File: src/rtl/cap_sense_pkg.sv
// Shared types and constants for the capacitive-sensing path (scanner and execute-stage decode).
package cap_sense_pkg;

  localparam int unsigned READING_W    = 32;
  localparam int unsigned NUM_PADS_DEF = 9;

  typedef enum logic [1:0] {
    IDLE      = 2'd0,
    DISCHARGE = 2'd1,
    CHARGE    = 2'd2,
    STORE     = 2'd3
  } scan_state_e;

  // LSB of pad slot i on the packed readings bus.
  function automatic int unsigned slot_lsb(input int unsigned pad);
    return pad * READING_W;
  endfunction

endpackage

File: src/rtl/cap_pad_sync.sv
// WIDTH-bit two-flop synchronizer for the raw asynchronous pad levels.
module cap_pad_sync #(
  parameter int unsigned WIDTH = 9
) (
  input  logic             clk_i,
  input  logic             rst_i,
  input  logic [WIDTH-1:0] d_i,
  output logic [WIDTH-1:0] q_o
);

  logic [WIDTH-1:0] meta_q;
  logic [WIDTH-1:0] sync_q;

  always_ff @(posedge clk_i or posedge rst_i) begin
    if (rst_i) begin
      meta_q <= '0;
      sync_q <= '0;
    end else begin
      meta_q <= d_i;
      sync_q <= meta_q;
    end
  end

  assign q_o = sync_q;

endmodule

File: src/rtl/cap_sense_scanner.sv
// Sequential RC charge-time scanner over NUM_PADS touch pads.
// Define CAP_FILTER_EN to blend each new reading into its slot as (3*old + new) >> 2.
module cap_sense_scanner
  import cap_sense_pkg::*;
#(
  parameter int unsigned NUM_PADS         = NUM_PADS_DEF,
  parameter int unsigned DISCHARGE_CYCLES = 64,
  parameter int unsigned COUNT_MAX        = 65535
) (
  input  logic                          clock,
  input  logic                          reset,
  input  logic                          scan_enable,
  input  logic [NUM_PADS-1:0]           pad_in,
  output logic [NUM_PADS-1:0]           pad_discharge,
  output logic [READING_W*NUM_PADS-1:0] sensor_readings,
  output logic [3:0]                    pad_index,
  output logic                          scan_done
);

  localparam logic [31:0] DIS_LAST = 32'(DISCHARGE_CYCLES - 1);
  localparam logic [31:0] CNT_MAX  = 32'(COUNT_MAX);
  localparam logic [3:0]  LAST_PAD = 4'(NUM_PADS - 1);

  logic [NUM_PADS-1:0]  pad_s;
  scan_state_e          state_q, state_d;
  logic [31:0]          cnt_q, cnt_d;
  logic [3:0]           idx_q, idx_d;
  logic [NUM_PADS-1:0]  dis_q, dis_d;
  logic                 done_q;
  logic                 last_store;
  logic [READING_W-1:0] slot_q [NUM_PADS];

`ifdef CAP_FILTER_EN
  logic [NUM_PADS-1:0]  valid_q;
  logic                 wr_q;
  logic [3:0]           wr_idx_q;
  logic [31:0]          wr_val_q;
  logic                 done_pipe_q;
  logic [31:0]          blend;

  assign blend = 32'((34'(slot_q[wr_idx_q]) * 34'd3 + 34'(wr_val_q)) >> 2);
`endif

  cap_pad_sync #(.WIDTH(NUM_PADS)) u_sync (
    .clk_i (clock),
    .rst_i (reset),
    .d_i   (pad_in),
    .q_o   (pad_s)
  );

  assign last_store = (state_q == STORE) && (idx_q == LAST_PAD);

  always_comb begin
    state_d = state_q;
    cnt_d   = cnt_q;
    idx_d   = idx_q;
    unique case (state_q)
      IDLE: begin
        idx_d = '0;
        if (scan_enable) begin
          state_d = DISCHARGE;
          cnt_d   = '0;
        end
      end
      DISCHARGE: begin
        if (cnt_q == DIS_LAST) begin
          state_d = CHARGE;
          cnt_d   = '0;
        end else begin
          cnt_d = cnt_q + 32'd1;
        end
      end
      CHARGE: begin
        if (pad_s[idx_q] || (cnt_q == CNT_MAX)) state_d = STORE;
        else                                     cnt_d   = cnt_q + 32'd1;
      end
      STORE: begin
        cnt_d = '0;
        if (idx_q == LAST_PAD) begin
          idx_d   = '0;
          state_d = scan_enable ? DISCHARGE : IDLE;
        end else begin
          idx_d   = idx_q + 4'd1;
          state_d = DISCHARGE;
        end
      end
      default: state_d = IDLE;
    endcase
  end

  // Discharge drive is registered from the next state so the pad releases exactly in CHARGE.
  always_comb begin
    dis_d = '1;
    if (state_d == CHARGE) dis_d[idx_d] = 1'b0;
  end

  always_ff @(posedge clock or posedge reset) begin
    if (reset) begin
      state_q <= IDLE;
      cnt_q   <= '0;
      idx_q   <= '0;
      dis_q   <= '1;
      done_q  <= 1'b0;
      for (int unsigned i = 0; i < NUM_PADS; i++) slot_q[i] <= '0;
`ifdef CAP_FILTER_EN
      valid_q     <= '0;
      wr_q        <= 1'b0;
      wr_idx_q    <= '0;
      wr_val_q    <= '0;
      done_pipe_q <= 1'b0;
`endif
    end else begin
      state_q <= state_d;
      cnt_q   <= cnt_d;
      idx_q   <= idx_d;
      dis_q   <= dis_d;
`ifdef CAP_FILTER_EN
      // Extra stage: capture the raw store, blend next cycle; done follows to stay aligned.
      wr_q        <= (state_q == STORE);
      wr_idx_q    <= idx_q;
      wr_val_q    <= cnt_q;
      done_pipe_q <= last_store;
      done_q      <= done_pipe_q;
      if (wr_q) begin
        slot_q[wr_idx_q]  <= valid_q[wr_idx_q] ? blend : wr_val_q;
        valid_q[wr_idx_q] <= 1'b1;
      end
`else
      done_q <= last_store;
      if (state_q == STORE) slot_q[idx_q] <= cnt_q;
`endif
    end
  end

  for (genvar g = 0; g < NUM_PADS; g++) begin : g_slot
    assign sensor_readings[slot_lsb(g) +: READING_W] = slot_q[g];
  end

  assign pad_discharge = dis_q;
  assign pad_index     = idx_q;
  assign scan_done     = done_q;

endmodule

File: config.mk
export PLATFORM = sky130hd
export DESIGN_NAME = cap_sense_scanner
export DESIGN_NICKNAME = d
export VERILOG_FILES = /design/src/rtl/cap_sense_pkg.sv /design/src/rtl/cap_pad_sync.sv /design/src/rtl/cap_sense_scanner.sv
export SDC_FILE = /design/constraint.sdc
export NUM_CORES = 1
export LEC_CHECK = 0
export CAP_MARGIN = 0
export CORE_MARGIN = 8
export CORE_UTILIZATION = 51
export DETAILED_ROUTE_END_ITERATION = 16
export PLACE_DENSITY = 0.8
export SYNTH_ARGS = -nofsm -noshare
export SYNTH_HDL_FRONTEND = slang
export SYNTH_SLANG_ARGS = --single-unit
export TNS_END_PERCENT = 50
File: constraint.sdc
create_clock -name clock -period 14.2 [get_ports clock]
set_input_delay 2.84 -clock clock [delete_from_list [all_inputs] [get_ports clock]]
set_output_delay 2.84 -clock clock [all_outputs]
set_load 0.005 [all_outputs]
After elaboration in Yosys (flattened, before gate mapping)
Cells that the tools add are included.
{ "classes": {"addsub": 2, "magnitude_cmp": 5, "eq_ne": 9, "muxes": 20, "bitwise": 2, "n_reduce_logical": 6} }
{ "ops": {"columns": ["op", "count"], "rows": [
  ["288-bit bitwise mux", 1],
  ["32-bit demux with 4-bit select", 1],
  ["32-bit 2-to-1 mux", 4],
  ["32-bit case mux with 4 select lines", 1],
  ["32-bit by 1-bit adder with 32-bit output, second input constant", 1],
  ["32-bit by 16-bit equality test with 1-bit output, second input constant", 1],
  ["32-bit by 6-bit equality test with 1-bit output, second input constant", 1],
  ["4-bit by 5-bit less-than comparator with 1-bit output, second input constant", 2],
  ["9-bit 2-to-1 mux", 1],
  ["9-bit inverter", 1],
  ["2-bit case mux with 4 select lines", 1],
  ["4-bit case mux with 2 select lines", 1],
  ["2-bit equality test, second input constant", 3],
  ["2-bit 2-to-1 mux", 3],
  ["5-bit greater-or-equal comparator, second input constant", 1],
  ["5-bit by 1-bit less-than comparator with 1-bit output, second input constant", 1],
  ["4-bit inverter with 5-bit output", 1],
  ["4-bit by 1-bit adder with 4-bit output, second input constant", 1],
  ["1-bit binary-select mux with 4-bit select", 1],
  ["1-bit demux with 4-bit select", 1],
  ["4-bit equality test, second input constant", 1],
  ["4-bit by 1-bit greater-or-equal comparator with 1-bit output, second input constant", 1],
  ["1-bit 2-to-1 mux", 4],
  ["4-bit 2-to-1 mux", 1],
  ["other kinds (6)", 9]
]} }
{ "word_totals": {"ff_bits": 354, "out_inout_bits": 302} }

Longest topological paths before layout
Gate-level depths: netlist (run 1).
{ "depth": {"depth_word": 9, "mapped_depth": 11, "depth_no_buf": 8} }

Cells and area by module
Synthesis (run 1) repeated with hierarchy kept, for this count alone.
{ "hier_totals": {"hier_cells": 1060, "hier_area_um2": 14134.8} }
{ "modules_own_cells": {"columns": ["mod", "n_inst", "cells_each", "area_each_um2", "seq_area_each_um2"], "rows": [
  ["cap_sense_scanner", 1, 1041, 13680.6, 8419.3],
  ["cap_pad_sync", 1, 19, 454.2, 450.4]
]} }

Worst setup path before layout (run 1)
OpenSTA, ideal clock, no wires.
{ "synth_timing": {"path_kind": "in2reg", "from": "input scan_enable", "to": "register dis_q[3], in the netlist pad_discharge[3]", "arrival_time_ns": 3.828, "slack_ns": 10.274, "stages": 6, "path_buffers": 0, "path_cell_list": "nand2b_1 > o21ai_0 > o21a_1 > o21ai_0 > nor4_1 > nand3_1"} }
{ "synth_between": {"elab_chain_len": 5} }
{ "synth_lines": {"columns": ["element", "line_no", "rtl"], "rows": [
  ["from (decl)", "cap_sense_scanner.sv:12", "input logic scan_enable,"],
  ["1-bit 2-to-1 mux", "cap_sense_scanner.sv:81", "state_d = scan_enable ? DISCHARGE : IDLE;"],
  ["1-bit 2-to-1 mux", "cap_sense_scanner.sv:79", "if (idx_q == LAST_PAD) begin"],
  ["2-bit case mux with 4 select lines (*)", "cap_sense_scanner.sv:57", "unique case (state_q)"],
  ["2-bit equality test (*)", "cap_sense_scanner.sv:94", "if (state_d == CHARGE) dis_d[idx_d] = 1'b0;"],
  ["9-bit 2-to-1 mux (*)", "cap_sense_scanner.sv:94", null],
  ["net dis_d[3]", "cap_sense_scanner.sv:28", "logic [NUM_PADS-1:0] dis_q, dis_d;"],
  ["to (signal assigned)", "cap_sense_scanner.sv:116", "dis_q <= dis_d;"],
  ["to (decl)", "cap_sense_scanner.sv:28", null]
]} }
The timed path passes the listed nets; every way through them passes the cells marked *.
A chain may end at the register's enable or synchronous reset.

==> flow_summary_export.csv, run 1 <==
group,metric,value,unit
synthesis,synthArstFlopShare,1.00,
finish,drive_above_1_share,0.265,
clock_tree,clk_pin_slew_worst_paths,0.06,ns
routing,routed_wl,39.0,mm
timing,slew-limit-headroom,0.241,
placement,port_buffers,313,
clock_tree,clock-root-buffer,"clkbuf_16",
clock_tree,cts_buffers,38,
die,ios,314,
timing,timing.fmax,0.193,GHz
die,rows,61,
worst_hold_path,hp-class,"reg2reg",
clock_tree,h-tree-depth,2,
job,maxCapViolations,0,
routing,via_per_inst,5.52,
timing,finalClockSkew,0.0195,ns
clock_tree,clkLatencyLatePin,0.52,ns
timing,min_period,5.17,ns
critical_path,criticalPathCategory,"in2async",
routing,drc,0,
critical_path,crit_path_start_kind,"input pin",
finish,ff_latch_area,8870,µm²
clock_tree,cts.path.max_buffers,3,
synthesis,syn_inst,1066,
finish,utilization,0.685,
routing,dr_total_vias,9681,
placement,globalplace.congestion,0.822,
synthesis,ys_ff_latch,354,
synthesis,yosysWarnings,0,
timing,min_period_over_period,0.364,
critical_path,crit_path_max_fanout,141,
finish,fillCellCount,1980,
finish,layout_commonest_cell,"dfrtp_1",
synthesis,synth_area,14200,µm²
clock_tree,cts_resized,0,
timing,maxSlewViolCount,0,
die,die_area,33500,µm²
synthesis,yosysSeqAreaShare,0.623,
routing,drt_pass1_iterations,5,
synthesis,syn_avg_cell_area,13.4,µm²
grt,grt_max_degree,142,
timing,rsz0062_at_grt,"false",
power,ir_drop,0.0957,mV
critical_path,cp-end-kind,"async pin",
finish,layout_common_cells,"345 x dfrtp_1, 313 x clkdlybuf4s50_1, 248 x mux2_2, 129 x nand2_1, 41 x clkbuf_16",
grt,grt_pass1_wl,61.0,mm
routing,wire_per_inst,22.3,µm
finish,area_growth,32.9,%
finish,n_antenna_cell,0,
timing,worst_slew_pin_slew,1.14,ns
timing,setup_tns,0,ns
synthesis,synth-main-ff-cell,"dfrtp_1",
synthesis,ys_types,55,
clock_tree,cts_tree,"done",
synthesis,synth.net_count,1088,
clock_tree,cts_setup_buffers,0,
routing,antenna_left,0,
synthesis,synth_edf_count,0,
finish,stdcell_count,1753,
finish,multi_input_area,4970,µm²
die,die_h,183,µm
die,die_w,183,µm
power,leakagePower,0.00887,µW
grt,grt_pass1_vias,10200,
die,start_util,0.515,
timing,fin_ws,9.03,ns
routing,drt_iter0_markers,723,
grt,grt.total_usage,0.232,
grt,antenna_found_initial,0,
clock_tree,cts.sinks,354,
finish,finalNetCount,1368,
power,p_total,2040,µW
outcome,outcome,"completed",
clock_tree,postCtsHoldBufs,0,
die,core_area,27600,µm²
placement,dp_worst_setup_slack,8.32,ns
critical_path,critPathRequiredTime,14.76,ns
placement,dp_hpwl,26.0,mm
timing,finalHoldViolCount,0,
grt,gr-total-overflow,0,
critical_path,critPathArrivalTime,5.73,ns
placement,place_inst,1684,
timing,setup_viol_count_final,0,
power,pwr_density_cell,108,nW/µm²
## state kept, by name (all words and copies together) (netlist names)
name and cells:
sensor_readings 288, cnt_q 32, pad_discharge 9, u_sync.meta_q 9, u_sync.q_o 9, pad_index 4
state_q 2, scan_done 1
## where the power goes
part / leakage (µW) / switching (µW) / internal (µW) / total (µW)
clock: 0.000623 / 385 / 623 / 1010
sequential: 0.00483 / 0.650 / 1010 / 1010
combinational: 0.00341 / 19.7 / 3.60 / 23.3
## per-stage QoR
| step | hold slack (ns) | instance area, µm² |
|---|---|---|
| detailed placement | 0.336 | 17600 |
| global route | 0.349 | 18900 |
| CTS | 0.349 | 18900 |
| finish | 0.347 | 18900 |
| floorplan | 0.331 | 14200 |
| global placement | 0.335 | 17600 |
## final cells by class
class | count | area share
Multi-Input combinational cell | 606 | 0.263
Timing Repair Buffer | 328 | 0.172
Inverter | 18 | 0.00397
Tap cell | 378 | 0.0250
Clock inverter | 10 | 0.00820
Clock buffer | 59 | 0.0599
Sequential cell | 354 | 0.469
## cell usage after synthesis (all sizes together), types with 3 or more instances
library cell	count	area [µm²]
nor2b	3	18.8
nor3	18	90.1
a21oi	6	30.0
nand2b	4	25.0
nand3	27	135
nor4	6	37.5
o22ai	3	18.8
o31ai	39	363
a41oi	3	26.3
clkbuf	74	278
nand2	130	490
o41ai	10	129
a31oi	5	31.3
nor3b	3	22.5
nor2	18	67.6
o21ai	26	134
buf	14	96.3
dfstp	9	236
ha	10	125
dfrtp	345	8630
inv	18	67.6
or3	8	55.1
a22o	5	43.8
nand4	9	62.6
mux2	248	2790
## layer usage
layer  GRT usage  up-vias  part of all wire
met1       0.289     5041              0.41
li1            -     4295                 -
met4      0.0595        0             0.017
met5           0        -                 0
met2       0.387      298              0.49
met3      0.0740       47             0.082
## worst max-delay path, cell delays in order
cell             delay, ns
clkdlybuf4s50_1       0.49
inv_8                 0.65
buf_4                 0.89
buf_4                 0.75
## cells by family (layout without fill, tap and decap cells)
kind of cell	count (synthesis)	count (layout)	synth area share
adder cells (fa/ha/maj)	10	10	0.00879
buffers and inverters	106	415	0.0310
multiplexers	251	251	0.199
AO/OA/AOI/OAI	106	106	0.0603
AND/OR/NAND/NOR	239	239	0.0778
flip-flops	354	354	0.623
## path summary, 6_finish.rpt
check                      depth (start not counted)  slack [ns]             endpoint              from
setup / recovery                                   4        9.03  sensor_readings[77]             reset
hold / removal                                     0        0.35        u_sync.q_o[8]  u_sync.meta_q[8]
setup reg to reg                                   9       10.43            cnt_q[24]          cnt_q[1]
hold reg to reg                                    0        0.35        u_sync.q_o[8]  u_sync.meta_q[8]
max in group clock                                 1        9.56         pad_index[2]      pad_index[2]
min in group asynchronous                          2        2.91        u_sync.q_o[6]             reset
No activity file was read; power rests on OpenSTA's default activity.
==> run 2, diff against run 1 <==
- CORE_UTILIZATION: 51 -> 46
- PLACE_DENSITY: 0.8 -> 0.76
- clock period: 14.2 -> 4.6 ns (I/O delays scaled with it)
==> flow_summary_export.csv, run 2 (synthesis results as in run 1) <==
group,metric,value,unit
finish,finalNetCount,1377,
clock_tree,cts_resized,0,
job,maxCapViolations,0,
finish,n_antenna_cell,0,
routing,antenna_left,0,
die,rows,64,
grt,grt_pass1_wl,61.6,mm
worst_hold_path,min_from,"u_sync.meta_q[5]",
clock_tree,clock-root-buffer,"clkbuf_16",
routing,dr_total_vias,9686,
die,die_area,36800,µm²
finish,ff_latch_area,8870,µm²
grt,grt_pass1_vias,9980,
finish,largest_reg_flops,288,
die,die_h,192,µm
critical_path,cp-end-kind,"flop",
routing,drt_iter0_markers,650,
finish,utilization,0.623,
finish,fillCellCount,2366,
power,leakagePower,0.00892,µW
clock_tree,clkLatencyLatePin,0.53,ns
finish,area_growth,33.5,%
worst_hold_path,hp-class,"reg2reg",
routing,via_per_inst,5.44,
timing,slew-limit-headroom,0.182,
timing,min_period_over_period,0.813,
clock_tree,cts.sinks,354,
timing,maxSlewViolCount,0,
finish,layout_commonest_cell,"dfrtp_1",
grt,grt_max_degree,91,
timing,worst_slew_pin_slew,1.23,ns
critical_path,crit_path_start,"cnt_q[1]",
die,core_area,30500,µm²
die,ios,314,
timing,finalClockSkew,0.0140,ns
clock_tree,cts_tree,"done",
routing,drc,0,
grt,antenna_found_initial,0,
clock_tree,cts.path.max_buffers,3,
placement,dp_hpwl,27.4,mm
timing,min_period,3.74,ns
placement,globalplace.congestion,0.820,
timing,finalHoldViolCount,0,
power,pwr_density_cell,330,nW/µm²
clock_tree,clk_pin_slew_worst_paths,0.06,ns
critical_path,critPathArrivalTime,4.12,ns
finish,layout_common_cells,"345 x dfrtp_1, 313 x clkdlybuf4s50_1, 248 x mux2_2, 129 x nand2_1, 39 x clkbuf_16",
grt,gr-total-overflow,0,
critical_path,crit_path_start_kind,"flop",
timing,timing.fmax,0.267,GHz
power,p_total,6270,µW
critical_path,critPathRequiredTime,4.98,ns
routing,routed_wl,40.3,mm
routing,drt_pass1_iterations,5,
power,ir_drop,0.251,mV
placement,port_buffers,313,
finish,multi_input_area,4970,µm²
timing,setup_viol_count_final,0,
die,die_w,192,µm
critical_path,r2r_start,"cnt_q[1]",
critical_path,crit_path_max_fanout,34,
clock_tree,cts_setup_buffers,0,
routing,wire_per_inst,22.6,µm
clock_tree,postCtsHoldBufs,0,
clock_tree,h-tree-depth,2,
die,start_util,0.467,
outcome,outcome,"completed",
timing,rsz0062_at_grt,"false",
grt,grt.total_usage,0.217,
critical_path,criticalPathCategory,"reg2reg",
clock_tree,cts_buffers,38,
finish,drive_above_1_share,0.272,
-- run 2: power by group --
part | internal (µW) | switching [µW] | leakage (µW)
combinational | 16.1 | 62.6 | 0.00346
clock | 1850 | 1220 | 0.000627
sequential | 3120 | 2.35 | 0.00483
total | 4990 | 1280 | 0.00892
-- run 2: area by class of cell --
| type | instances | share of cell area |
|---|---|---|
| flip-flops and latches | 354 | 0.467 |
| clock buffers | 56 | 0.0584 |
| multi-input cells | 606 | 0.262 |
| repair buffers | 337 | 0.176 |
| inverters | 18 | 0.00375 |
| well taps | 396 | 0.0261 |
| clock inverters | 12 | 0.00810 |
-- run 2: critical path, cell delays in order (launching register included) --
cell and delay (ns):
dfrtp_1 0.61, ha_1 0.33, nand2_1 0.15, or3_1 0.49, or4_4 0.46, o21ai_2 0.07, buf_4 0.38, or3_1 0.60
buf_4 0.38, o41ai_2 0.11
-- run 2: worst paths after layout --
| path | end | slack [ns] | cells after the start |
|---|---|---|---|
| worst min-delay path | u_sync.q_o[5] | 0.35 | 0 |
| max in group asynchronous | cnt_q[18] | 2.64 | 3 |
| min in group asynchronous | u_sync.meta_q[0] | 0.91 | 2 |
| worst max-delay path | cnt_q[22] | 0.86 | 9 |
| worst max register to register | cnt_q[22] | 0.86 | 9 |
| worst min register to register | u_sync.q_o[5] | 0.35 | 0 |
-- run 2: metal layers --
metal	wire length, µm	part of all wire	global-route usage
met2	19600	0.49	0.356
met3	3420	0.085	0.0670
met1	16200	0.40	0.271
met4	1080	0.027	0.0669
met5	0	0	0
-- run 2: stage by stage --
step                hold slack (ns)  instances  setup WS, ns  area (µm²)  TNS (ns)
CTS                           0.348       1779         0.890       19000         0
global route                  0.355       1779         0.616       19000         0
global placement              0.337       1711         0.979       17700         0
floorplan                     0.331       1066         -1.06       14200   -363.98
finish                        0.345       1779         0.861       19000         0
detailed placement            0.341       1711         0.914       17700         0
